===== src/rtl/cdu_if_pkg.sv =====
// cdu_if_pkg: shared types and constants for the CDU pulse counter interface.
// Optional statistics outputs in the design are enabled with CDU_PULSE_STATS_EN.
package cdu_if_pkg;

    // Handshake FSM states
    typedef enum logic [1:0] {
        IDLE = 2'd0,
        REQ  = 2'd1,
        GAP  = 2'd2
    } cdu_state_e;

    // Increment direction as seen on inc_dir_o
    localparam logic DIR_PINC = 1'b0;
    localparam logic DIR_MINC = 1'b1;

    // Default widths
    localparam int CDU_COUNT_W   = 15;
    localparam int CDU_BACKLOG_W = 6;

    // Largest magnitude a signed backlog of width w may hold (symmetric range)
    function automatic int backlog_sat_max(input int w);
        return (1 << (w - 1)) - 1;
    endfunction

endpackage


===== src/rtl/cdu_pulse_filter.sv =====
// cdu_pulse_filter: two-flop synchroniser plus run-length glitch filter for one
// CDU pulse line. edge_o fires once per high run that lasts MIN_PULSE_CYCLES
// synchronised cycles. With CDU_PULSE_STATS_EN defined, runt_o flags each high
// run that ended before reaching that length.
module cdu_pulse_filter
    import cdu_if_pkg::*;
#(
    parameter int MIN_PULSE_CYCLES = 2
) (
    input  logic clk,
    input  logic rst,
    input  logic pulse_i,
`ifdef CDU_PULSE_STATS_EN
    output logic runt_o,
`endif
    output logic edge_o
);

    localparam int                RUN_W   = 4;
    localparam logic [RUN_W-1:0]  RUN_MAX = RUN_W'(MIN_PULSE_CYCLES);
    localparam logic [RUN_W-1:0]  RUN_HIT = RUN_W'(MIN_PULSE_CYCLES - 1);

    logic             sync1_reg;
    logic             sync2_reg;
    logic [RUN_W-1:0] run_reg;
    logic             edge_reg;

    // Synchronise, count the current high run (saturating so a held level
    // fires only once) and register the accepted edge.
    always_ff @(posedge clk) begin
        if (rst) begin
            sync1_reg <= 1'b0;
            sync2_reg <= 1'b0;
            run_reg   <= '0;
            edge_reg  <= 1'b0;
        end else begin
            sync1_reg <= pulse_i;
            sync2_reg <= sync1_reg;
            if (!sync2_reg) begin
                run_reg <= '0;
            end else if (run_reg != RUN_MAX) begin
                run_reg <= run_reg + RUN_W'(1);
            end
            edge_reg <= sync2_reg && (run_reg == RUN_HIT);
        end
    end

    assign edge_o = edge_reg;

`ifdef CDU_PULSE_STATS_EN
    logic runt_reg;

    // In the first low cycle run_reg still holds the length of the run that
    // just ended; a nonzero length short of the threshold is a runt.
    always_ff @(posedge clk) begin
        if (rst) begin
            runt_reg <= 1'b0;
        end else begin
            runt_reg <= !sync2_reg && (run_reg != '0) && (run_reg < RUN_MAX);
        end
    end

    assign runt_o = runt_reg;
`endif

endmodule


===== src/rtl/cdu_pulse_counter_if.sv =====
// cdu_pulse_counter_if: AGC-side consumer of the CDU ATpPGH/ATmPGH pulses.
// Filters both pulse lines, nets accepted edges into a saturating signed
// backlog and drains it one count per req/ack handshake into the angle counter.
// Define CDU_PULSE_STATS_EN to add the plus/minus/runt event totals.
module cdu_pulse_counter_if
    import cdu_if_pkg::*;
#(
    parameter int MIN_PULSE_CYCLES = 2,
    parameter int BACKLOG_W        = CDU_BACKLOG_W,
    parameter int COUNT_W          = CDU_COUNT_W
) (
    input  logic                 clk,
    input  logic                 rst,
    input  logic                 plus_pulse_i,
    input  logic                 minus_pulse_i,
    input  logic                 zero_i,
    input  logic                 inc_ack_i,
    output logic                 inc_req_o,
    output logic                 inc_dir_o,
    output logic [COUNT_W-1:0]   count_o,
    output logic [BACKLOG_W-1:0] backlog_o,
    output logic                 overflow_o,
`ifdef CDU_PULSE_STATS_EN
    output logic [15:0]          plus_total_o,
    output logic [15:0]          minus_total_o,
    output logic [15:0]          runt_total_o,
`endif
    input  logic                 clear_ovf_i
);

    // Two guard bits cover +1 plus one ack step beyond the saturation limit
    localparam int                       SUM_W     = BACKLOG_W + 2;
    localparam logic signed [SUM_W-1:0]  SAT_MAX   = SUM_W'(backlog_sat_max(BACKLOG_W));
    localparam logic signed [SUM_W-1:0]  SAT_MIN   = -SAT_MAX;
    localparam logic signed [SUM_W-1:0]  SUM_ONE   = SUM_W'(1);
    localparam logic [COUNT_W-1:0]       COUNT_ONE = COUNT_W'(1);

    // Index 0 carries the plus line, index 1 the minus line
    logic [1:0] pulse_vec;
    logic [1:0] edge_vec;
`ifdef CDU_PULSE_STATS_EN
    logic [1:0] runt_vec;
`endif

    assign pulse_vec = {minus_pulse_i, plus_pulse_i};

    generate
        for (genvar gi = 0; gi < 2; gi++) begin : g_filter
            cdu_pulse_filter #(
                .MIN_PULSE_CYCLES (MIN_PULSE_CYCLES)
            ) u_filter (
                .clk     (clk),
                .rst     (rst),
                .pulse_i (pulse_vec[gi]),
`ifdef CDU_PULSE_STATS_EN
                .runt_o  (runt_vec[gi]),
`endif
                .edge_o  (edge_vec[gi])
            );
        end
    endgenerate

    cdu_state_e                  state_reg,   state_next;
    logic                        dir_reg,     dir_next;
    logic signed [BACKLOG_W-1:0] backlog_reg, backlog_next;
    logic [COUNT_W-1:0]          count_reg,   count_next;
    logic                        ovf_reg,     ovf_next;

    logic                        ack_accept;
    logic signed [SUM_W-1:0]     backlog_sum;
    logic                        sat_hit;

    // An ack only counts while a request is actually outstanding
    assign ack_accept = (state_reg == REQ) && inc_ack_i;

    // Handshake next state; direction is latched only when leaving IDLE so it
    // never changes under a pending request. zero_i aborts into GAP.
    always_comb begin
        state_next = state_reg;
        dir_next   = dir_reg;
        case (state_reg)
            IDLE: begin
                if (backlog_reg != '0) begin
                    state_next = REQ;
                    dir_next   = backlog_reg[BACKLOG_W-1] ? DIR_MINC : DIR_PINC;
                end
            end
            REQ: begin
                if (inc_ack_i) begin
                    state_next = GAP;
                end
            end
            GAP: begin
                state_next = IDLE;
            end
            default: begin
                state_next = IDLE;
            end
        endcase
        if (zero_i) begin
            state_next = GAP;
            dir_next   = dir_reg;
        end
    end

    // Backlog/count/overflow next values: net the edges and the serviced step
    // in a widened sum, then clamp symmetrically; any clamp loses a count.
    always_comb begin
        backlog_sum  = $signed({{2{backlog_reg[BACKLOG_W-1]}}, backlog_reg});
        backlog_next = backlog_reg;
        count_next   = count_reg;
        ovf_next     = ovf_reg;
        sat_hit      = 1'b0;

        if (edge_vec[0]) begin
            backlog_sum = backlog_sum + SUM_ONE;
        end
        if (edge_vec[1]) begin
            backlog_sum = backlog_sum - SUM_ONE;
        end
        if (ack_accept) begin
            if (dir_reg == DIR_PINC) begin
                backlog_sum = backlog_sum - SUM_ONE;
                count_next  = count_reg + COUNT_ONE;
            end else begin
                backlog_sum = backlog_sum + SUM_ONE;
                count_next  = count_reg - COUNT_ONE;
            end
        end

        if (backlog_sum > SAT_MAX) begin
            backlog_next = SAT_MAX[BACKLOG_W-1:0];
            sat_hit      = 1'b1;
        end else if (backlog_sum < SAT_MIN) begin
            backlog_next = SAT_MIN[BACKLOG_W-1:0];
            sat_hit      = 1'b1;
        end else begin
            backlog_next = backlog_sum[BACKLOG_W-1:0];
        end

        if (zero_i) begin
            backlog_next = '0;
            count_next   = '0;
            sat_hit      = 1'b0;
        end

        // A set in the same cycle as a clear takes precedence
        if (sat_hit) begin
            ovf_next = 1'b1;
        end else if (clear_ovf_i) begin
            ovf_next = 1'b0;
        end
    end

    // State and datapath registers
    always_ff @(posedge clk) begin
        if (rst) begin
            state_reg   <= IDLE;
            dir_reg     <= DIR_PINC;
            backlog_reg <= '0;
            count_reg   <= '0;
            ovf_reg     <= 1'b0;
        end else begin
            state_reg   <= state_next;
            dir_reg     <= dir_next;
            backlog_reg <= backlog_next;
            count_reg   <= count_next;
            ovf_reg     <= ovf_next;
        end
    end

    assign inc_req_o  = (state_reg == REQ);
    assign inc_dir_o  = dir_reg;
    assign count_o    = count_reg;
    assign backlog_o  = backlog_reg;
    assign overflow_o = ovf_reg;

`ifdef CDU_PULSE_STATS_EN
    logic [15:0] plus_total_reg;
    logic [15:0] minus_total_reg;
    logic [15:0] runt_total_reg;

    // Event totals: wrap freely, cleared only by rst, both lines feed the runt total
    always_ff @(posedge clk) begin
        if (rst) begin
            plus_total_reg  <= '0;
            minus_total_reg <= '0;
            runt_total_reg  <= '0;
        end else begin
            plus_total_reg  <= plus_total_reg  + {15'd0, edge_vec[0]};
            minus_total_reg <= minus_total_reg + {15'd0, edge_vec[1]};
            runt_total_reg  <= runt_total_reg  + {15'd0, runt_vec[0]} + {15'd0, runt_vec[1]};
        end
    end

    assign plus_total_o  = plus_total_reg;
    assign minus_total_o = minus_total_reg;
    assign runt_total_o  = runt_total_reg;
`endif

endmodule


===== config.mk =====
export PLATFORM = sky130hd
export DESIGN_NAME = cdu_pulse_counter_if
export DESIGN_NICKNAME = d
export VERILOG_FILES = /design/src/rtl/cdu_if_pkg.sv /design/src/rtl/cdu_pulse_filter.sv /design/src/rtl/cdu_pulse_counter_if.sv
export SDC_FILE = /design/constraint.sdc
export NUM_CORES = 1
export LEC_CHECK = 0
export ABC_AREA = 1
export CAP_MARGIN = 20
export CORE_MARGIN = 3
export CORE_UTILIZATION = 41
export CTS_CLUSTER_SIZE = 16
export DETAILED_ROUTE_END_ITERATION = 8
export GPL_ROUTABILITY_DRIVEN = 0
export HOLD_SLACK_MARGIN = 0.03
export SYNTH_ARGS = -nofsm -noshare
export SYNTH_HDL_FRONTEND = slang
export SYNTH_SLANG_ARGS = --single-unit

===== constraint.sdc =====
create_clock -name clk -period 4.2 [get_ports clk]
set_input_delay 0.84 -clock clk [delete_from_list [all_inputs] [get_ports clk]]
set_output_delay 0.84 -clock clk [all_outputs]
set_load 0.01 [all_outputs]

Word level (Yosys, flattened, before mapping)
Index checks and enable logic that the tools add are counted.
Widths: inputs -> output; s select.
- bits in registers: 39
- input port bits: 7
- output and inout port bits: 24
- logic and storage cells: 67
- add/sub/neg operators: 8
- order comparisons: 2
- equality and inequality tests: 9
- mux-type cells: 17
- bitwise gates (word level): 3
- reductions and logical operators: 13
- operator list (operator ; number):
    $mux 8 ; 4
    $sub 8x2->8 const B ; 2
    $add 15x1->15 const B ; 1
    $mux 15 ; 1
    $sub 15x1->15 const B ; 1
    $add 4x1->4 const B ; 2
    $add 8x2->8 const B ; 1
    $eq 4x1->1 const B ; 2
    $gt 8x6->1 const B ; 1
    $lt 8x6->1 const B ; 1
    $ne 4x2->1 const B ; 2
    $add 6x2->7 const B ; 1
    $mux 1 ; 6
    $mux 2 ; 3
    $mux 6 ; 1
    $ne 3x3->1 const B ; 2
    $reduce_bool 6->1 ; 1
    $reduce_or 2->1 ; 3
    $mux 5 ; 1
    $ne 2x2->1 const B ; 2
    $pmux 2 s2 ; 1
    $reduce_and 2->1 ; 2
    $logic_and 1x1->1 ; 3
    $not 1->1 ; 3
    5 further kinds ; 5

Depth between registers and ports, before layout
- depth in word-level cells: 12
- gate-level depth with buffers: 26

Modules after synthesis
Synthesis repeated with hierarchy kept, for this count alone.
- cell total of the unflattened synthesis: 436
- area, all modules: 2936.6 µm²
- by module, submodules not included (module ; instances ; cells an instance ; area each (µm²) ; seq. area each (µm²)):
    cdu_pulse_counter_if ; 1 ; 354 ; 2316.0 ; 500.5
    cdu_pulse_filter ; 2 ; 41 ; 310.3 ; 140.1

Worst setup path before layout
Ideal clock, no wire load.
- kind: register to register
- start point: register backlog_reg[0], in the netlist backlog_o[0]
- end point: register backlog_reg[0], in the netlist backlog_o[0]
- library setup time: 110 ps
- arrival time: 3025 ps
- required time: 4090 ps
- path slack: 1065 ps
- stages on the path, launching flop included: 22
- buffers on the path: 0
- clock period less this slack: 3135 ps
- cells stage by stage: dfxtp_1 -> inv_1 -> ha_1 -> nand2_1 -> o21ai_1 -> inv_1 -> ha_1 -> or2_2 -> nand2_1 -> inv_1 -> fa_1 -> inv_1 -> nand4_1 -> nand3_1 -> nor2_1 -> nand3b_1 -> nand2_1 -> nand3_2 -> nand2_2 -> nand3_1 -> nand2_1 -> inv_1
- cells in the longest elaborated chain, start to end: 10
- RTL lines (element ; line ; source):
    start, declared ; cdu_pulse_counter_if.sv:65 ; logic signed [BACKLOG_W-1:0] backlog_reg, backlog_next;
    start signal, assigned ; cdu_pulse_counter_if.sv:166 ; backlog_reg <= backlog_next;
    $add 6x2->7 ; cdu_pulse_counter_if.sv:116 ; backlog_sum = backlog_sum + SUM_ONE;
    $mux 8 (*) ; cdu_pulse_counter_if.sv:115 ; if (edge_vec[0]) begin
    $sub 8x2->8 ; cdu_pulse_counter_if.sv:119 ; backlog_sum = backlog_sum - SUM_ONE;
    $mux 8 (*) ; cdu_pulse_counter_if.sv:118 ; if (edge_vec[1]) begin
    $sub 8x2->8 or $add 8x2->8 (tied branches) ; cdu_pulse_counter_if.sv:123, cdu_pulse_counter_if.sv:126 ;
    $mux 8 ; cdu_pulse_counter_if.sv:122 ; if (dir_reg == DIR_PINC) begin
    $mux 8 (*) ; cdu_pulse_counter_if.sv:121 ; if (ack_accept) begin
    $lt 8x6->1 ; cdu_pulse_counter_if.sv:134 ; end else if (backlog_sum < SAT_MIN) begin
    $mux 6 ; cdu_pulse_counter_if.sv:134 ;
    $mux 5 (*) ; cdu_pulse_counter_if.sv:131 ; if (backlog_sum > SAT_MAX) begin
Mark *: on every way between the ends. The rest lies on a longest branch, timed or not.
A chain may end at the register's enable or synchronous reset.

Worst setup path in the final report
- start point: register backlog_reg[0], in the netlist backlog_o[0]
- end point: register backlog_reg[3], in the netlist backlog_o[3]
The elaborated chain is that of the path after synthesis.

==> flow_summary.json <==
{
  "clockRootBuffer": "clkbuf_8",
  "finalClockSkew_ns": 0.00745,
  "synthAdderAreaFrac_pct": 13.4,
  "holdPathStages": 2,
  "synth_top_family_by_area": "simple AND/OR/NAND/NOR gates",
  "synthToLayoutAreaGrowth_pct": 18.0,
  "ys_warn_count": 0,
  "cts_buffer_depth": 2,
  "fmax_mhz": 295,
  "synth_edf_count": 0,
  "stdcell_count": 563,
  "rsz0062_at_grt": "no",
  "grtUsageTotal_pct": 16.3,
  "n_antenna_cell": 0,
  "multi_input_area_sq_um": 1860,
  "grt_pass1_vias": 2599,
  "start_kind": "flip-flop",
  "grt-ovfl-total": 0,
  "drt_iter0_drc": 80,
  "die_y_microns": 90.4,
  "post_cts_resized": 0,
  "postSynth.asyncResetShare_pct": 0,
  "min_period_ns": 3.39,
  "port_buffers": 30,
  "peakVddDrop_mv": 0.143,
  "cellPowerDensity_nw_per_um2": 227,
  "relSlewSlack_pct": 71.2,
  "seq_area_frac_synth_pct": 26.7,
  "fin_area_sq_um": 3450,
  "antenna_found_initial": 0,
  "largest_reg_flops": 15,
  "tritoncts": "built",
  "mostFrequentLayoutCells": "98 x nand2_1, 62 x inv_1, 39 x dfxtp_1",
  "maxSlewViolCount": 0,
  "cts.sinks": 39,
  "synth_nets": 468,
  "num_rows": 30,
  "muxShareOfSynthArea_pct": 0,
  "outcome": "completed",
  "reg2reg_slack_ns": 0.81,
  "start_util_pct": 42.6,
  "min-delay-start": "g_filter[1].u_filter.sync1_reg",
  "ant_nets": 0,
  "register_area_sq_um": 781,
  "drv_cap": 0,
  "synth_area_sq_um": 2920,
  "layout-drive-gt1-share_pct": 7.71,
  "die_x_microns": 90.4,
  "io_pins": 31,
  "wl_microns": 6490,
  "totalNegativeSetupSlack_ns": 0,
  "dp.cells": 555,
  "routedWlPerCell_microns": 11.5,
  "r2r_start": "backlog_o[0]",
  "r2r_cells": 20,
  "ys_ff_latch": 39,
  "core_sq_um": 6870,
  "reg2reg_to": "backlog_o[3]",
  "vias_per_cell": 4.83,
  "vias": 2720,
  "cts-buffers-inserted": 5,
  "tightest_slew_ns": 0.430,
  "finalCritPeriodShare_pct": 80.8,
  "syn_avg_cell_area_sq_um": 6.78,
  "netlist_instances": 431,
  "post_dp_cell_area_sq_um": 3340,
  "fill_cells": 682,
  "synth-compound-area-share_pct": 16.3,
  "layout_commonest_cell": "nand2_1",
  "die-area_sq_um": 8180,
  "crit_arrival_ns": 3.62,
  "cp.required_ns": 4.42,
  "yosys.area_share.simple_pct": 29.9,
  "drc_errors": 0,
  "cellLeakagePower_nw": 1.70,
  "post_cts_buffers": 0,
  "min_path_type": "flip-flop to flip-flop",
  "clkTransAtPathRegs_ns": 0.08,
  "synth_xor_area_share_pct": 4.20,
  "critPathMaxFanout": 6,
  "finalSetupViolCount": 0,
  "worst_hold_path.endpoint": "g_filter[1].u_filter.sync2_reg",
  "hold_buffers": 0,
  "clk_latency_ns": 0.29,
  "hold_viol": 0,
  "synthFlopType": "dfxtp_1",
  "grt_pass1_wl_microns": 11200,
  "cts.htree.levels": 2,
  "hpwl_microns": 5030,
  "grt_max_degree": 21,
  "drtPass1Iterations": 4,
  "nets": 503,
  "crit_type": "flip-flop to flip-flop",
  "cp-end-kind": "flip-flop",
  "synth_cell_type_count": 34
}
how the worst max path moves through the flow:
stage	start	end	slack, ns	cells after the start
2_1_floorplan	backlog_o[0]	backlog_o[0]	1.06	21
3_3_place_gp	backlog_o[0]	overflow_o	0.87	21
3_5_place_dp	backlog_o[0]	overflow_o	0.80	21
4_1_cts	backlog_o[0]	overflow_o	0.78	21
5_1_grt	backlog_o[0]	overflow_o	0.49	21
6_report	backlog_o[0]	backlog_o[3]	0.81	20
layout make-up:
cell class              count  share of cell area [%]
multi-input cells         321                    54.0
repair buffers             34                    9.58
clock buffers               5                    1.99
inverters                  65                    7.07
clock inverters             3                    1.27
well taps                  96                    3.48
flip-flops and latches     39                    22.6
Yosys cell counts, drive strengths merged, types with 5 or more instances:
master  instances  share of area (%)
nor2           32                4.6
o21ai          25                4.4
a21oi          38                6.5
xnor2           7                2.1
xor2            7                2.1
nand4           5                1.1
o21bai          7                1.8
nand3          35                6.7
ha             28                 12
nand2         109                 15
inv            64                8.2
dfxtp          39                 27
nor3            6                1.0
metrics by stage:
step / hold WS, ns / setup WS, ns / utilization (%) / power [mW]
2_1_floorplan: 0.388 / 1.06 / - / 0.448
3_3_place_gp: 0.393 / 0.873 / 48.6 / 0.474
3_5_place_dp: 0.401 / 0.796 / 48.6 / 0.475
4_1_cts: 0.414 / 0.784 / 50.2 / 0.800
5_1_grt: 0.438 / 0.492 / 50.2 / 0.825
6_report: 0.409 / 0.805 / 50.2 / 0.784
worst max-delay path: stages, from the launching register on:
cell,delay (ns)
dfxtp_1,0.44
inv_1,0.11
ha_1,0.28
nand2_1,0.05
o21ai_1,0.14
inv_1,0.08
ha_1,0.28
or2_2,0.28
nand2_1,0.13
inv_1,0.07
fa_1,0.43
inv_1,0.10
nand4_1,0.10
nand3_1,0.11
nor2_1,0.04
nand3b_1,0.18
nand2_1,0.09
nand3_2,0.07
nand2_2,0.11
nand2_1,0.07
a21oi_1,0.14
kinds of logic after synthesis:
group                    count (synthesis)
XOR/XNOR                                14
flip-flops                              39
adder cells (fa/ha/maj)                 30
AO/OA/AOI/OAI                           84
buffers and inverters                   71
AND/OR/NAND/NOR                        193
layer usage:
metal  wire length, microns  vias to the layer above  global-route usage (%)
met5                      0                        -                       0
met4                     52                        0                    4.34
met3                    165                        6                    3.50
met2                   3110                       36                    28.4
met1                   3160                     1205                    20.4
li1                       -                     1473                       -
power by group:
group | switching (mW) | total, mW | internal (mW) | leakage (nW)
clock | 0.140 | 0.317 | 0.177 | 0.0581
sequential | 0.00387 | 0.379 | 0.375 | 0.315
combinational | 0.0529 | 0.0881 | 0.0352 | 1.33
Note: power is estimated with default switching activity, not from simulation.
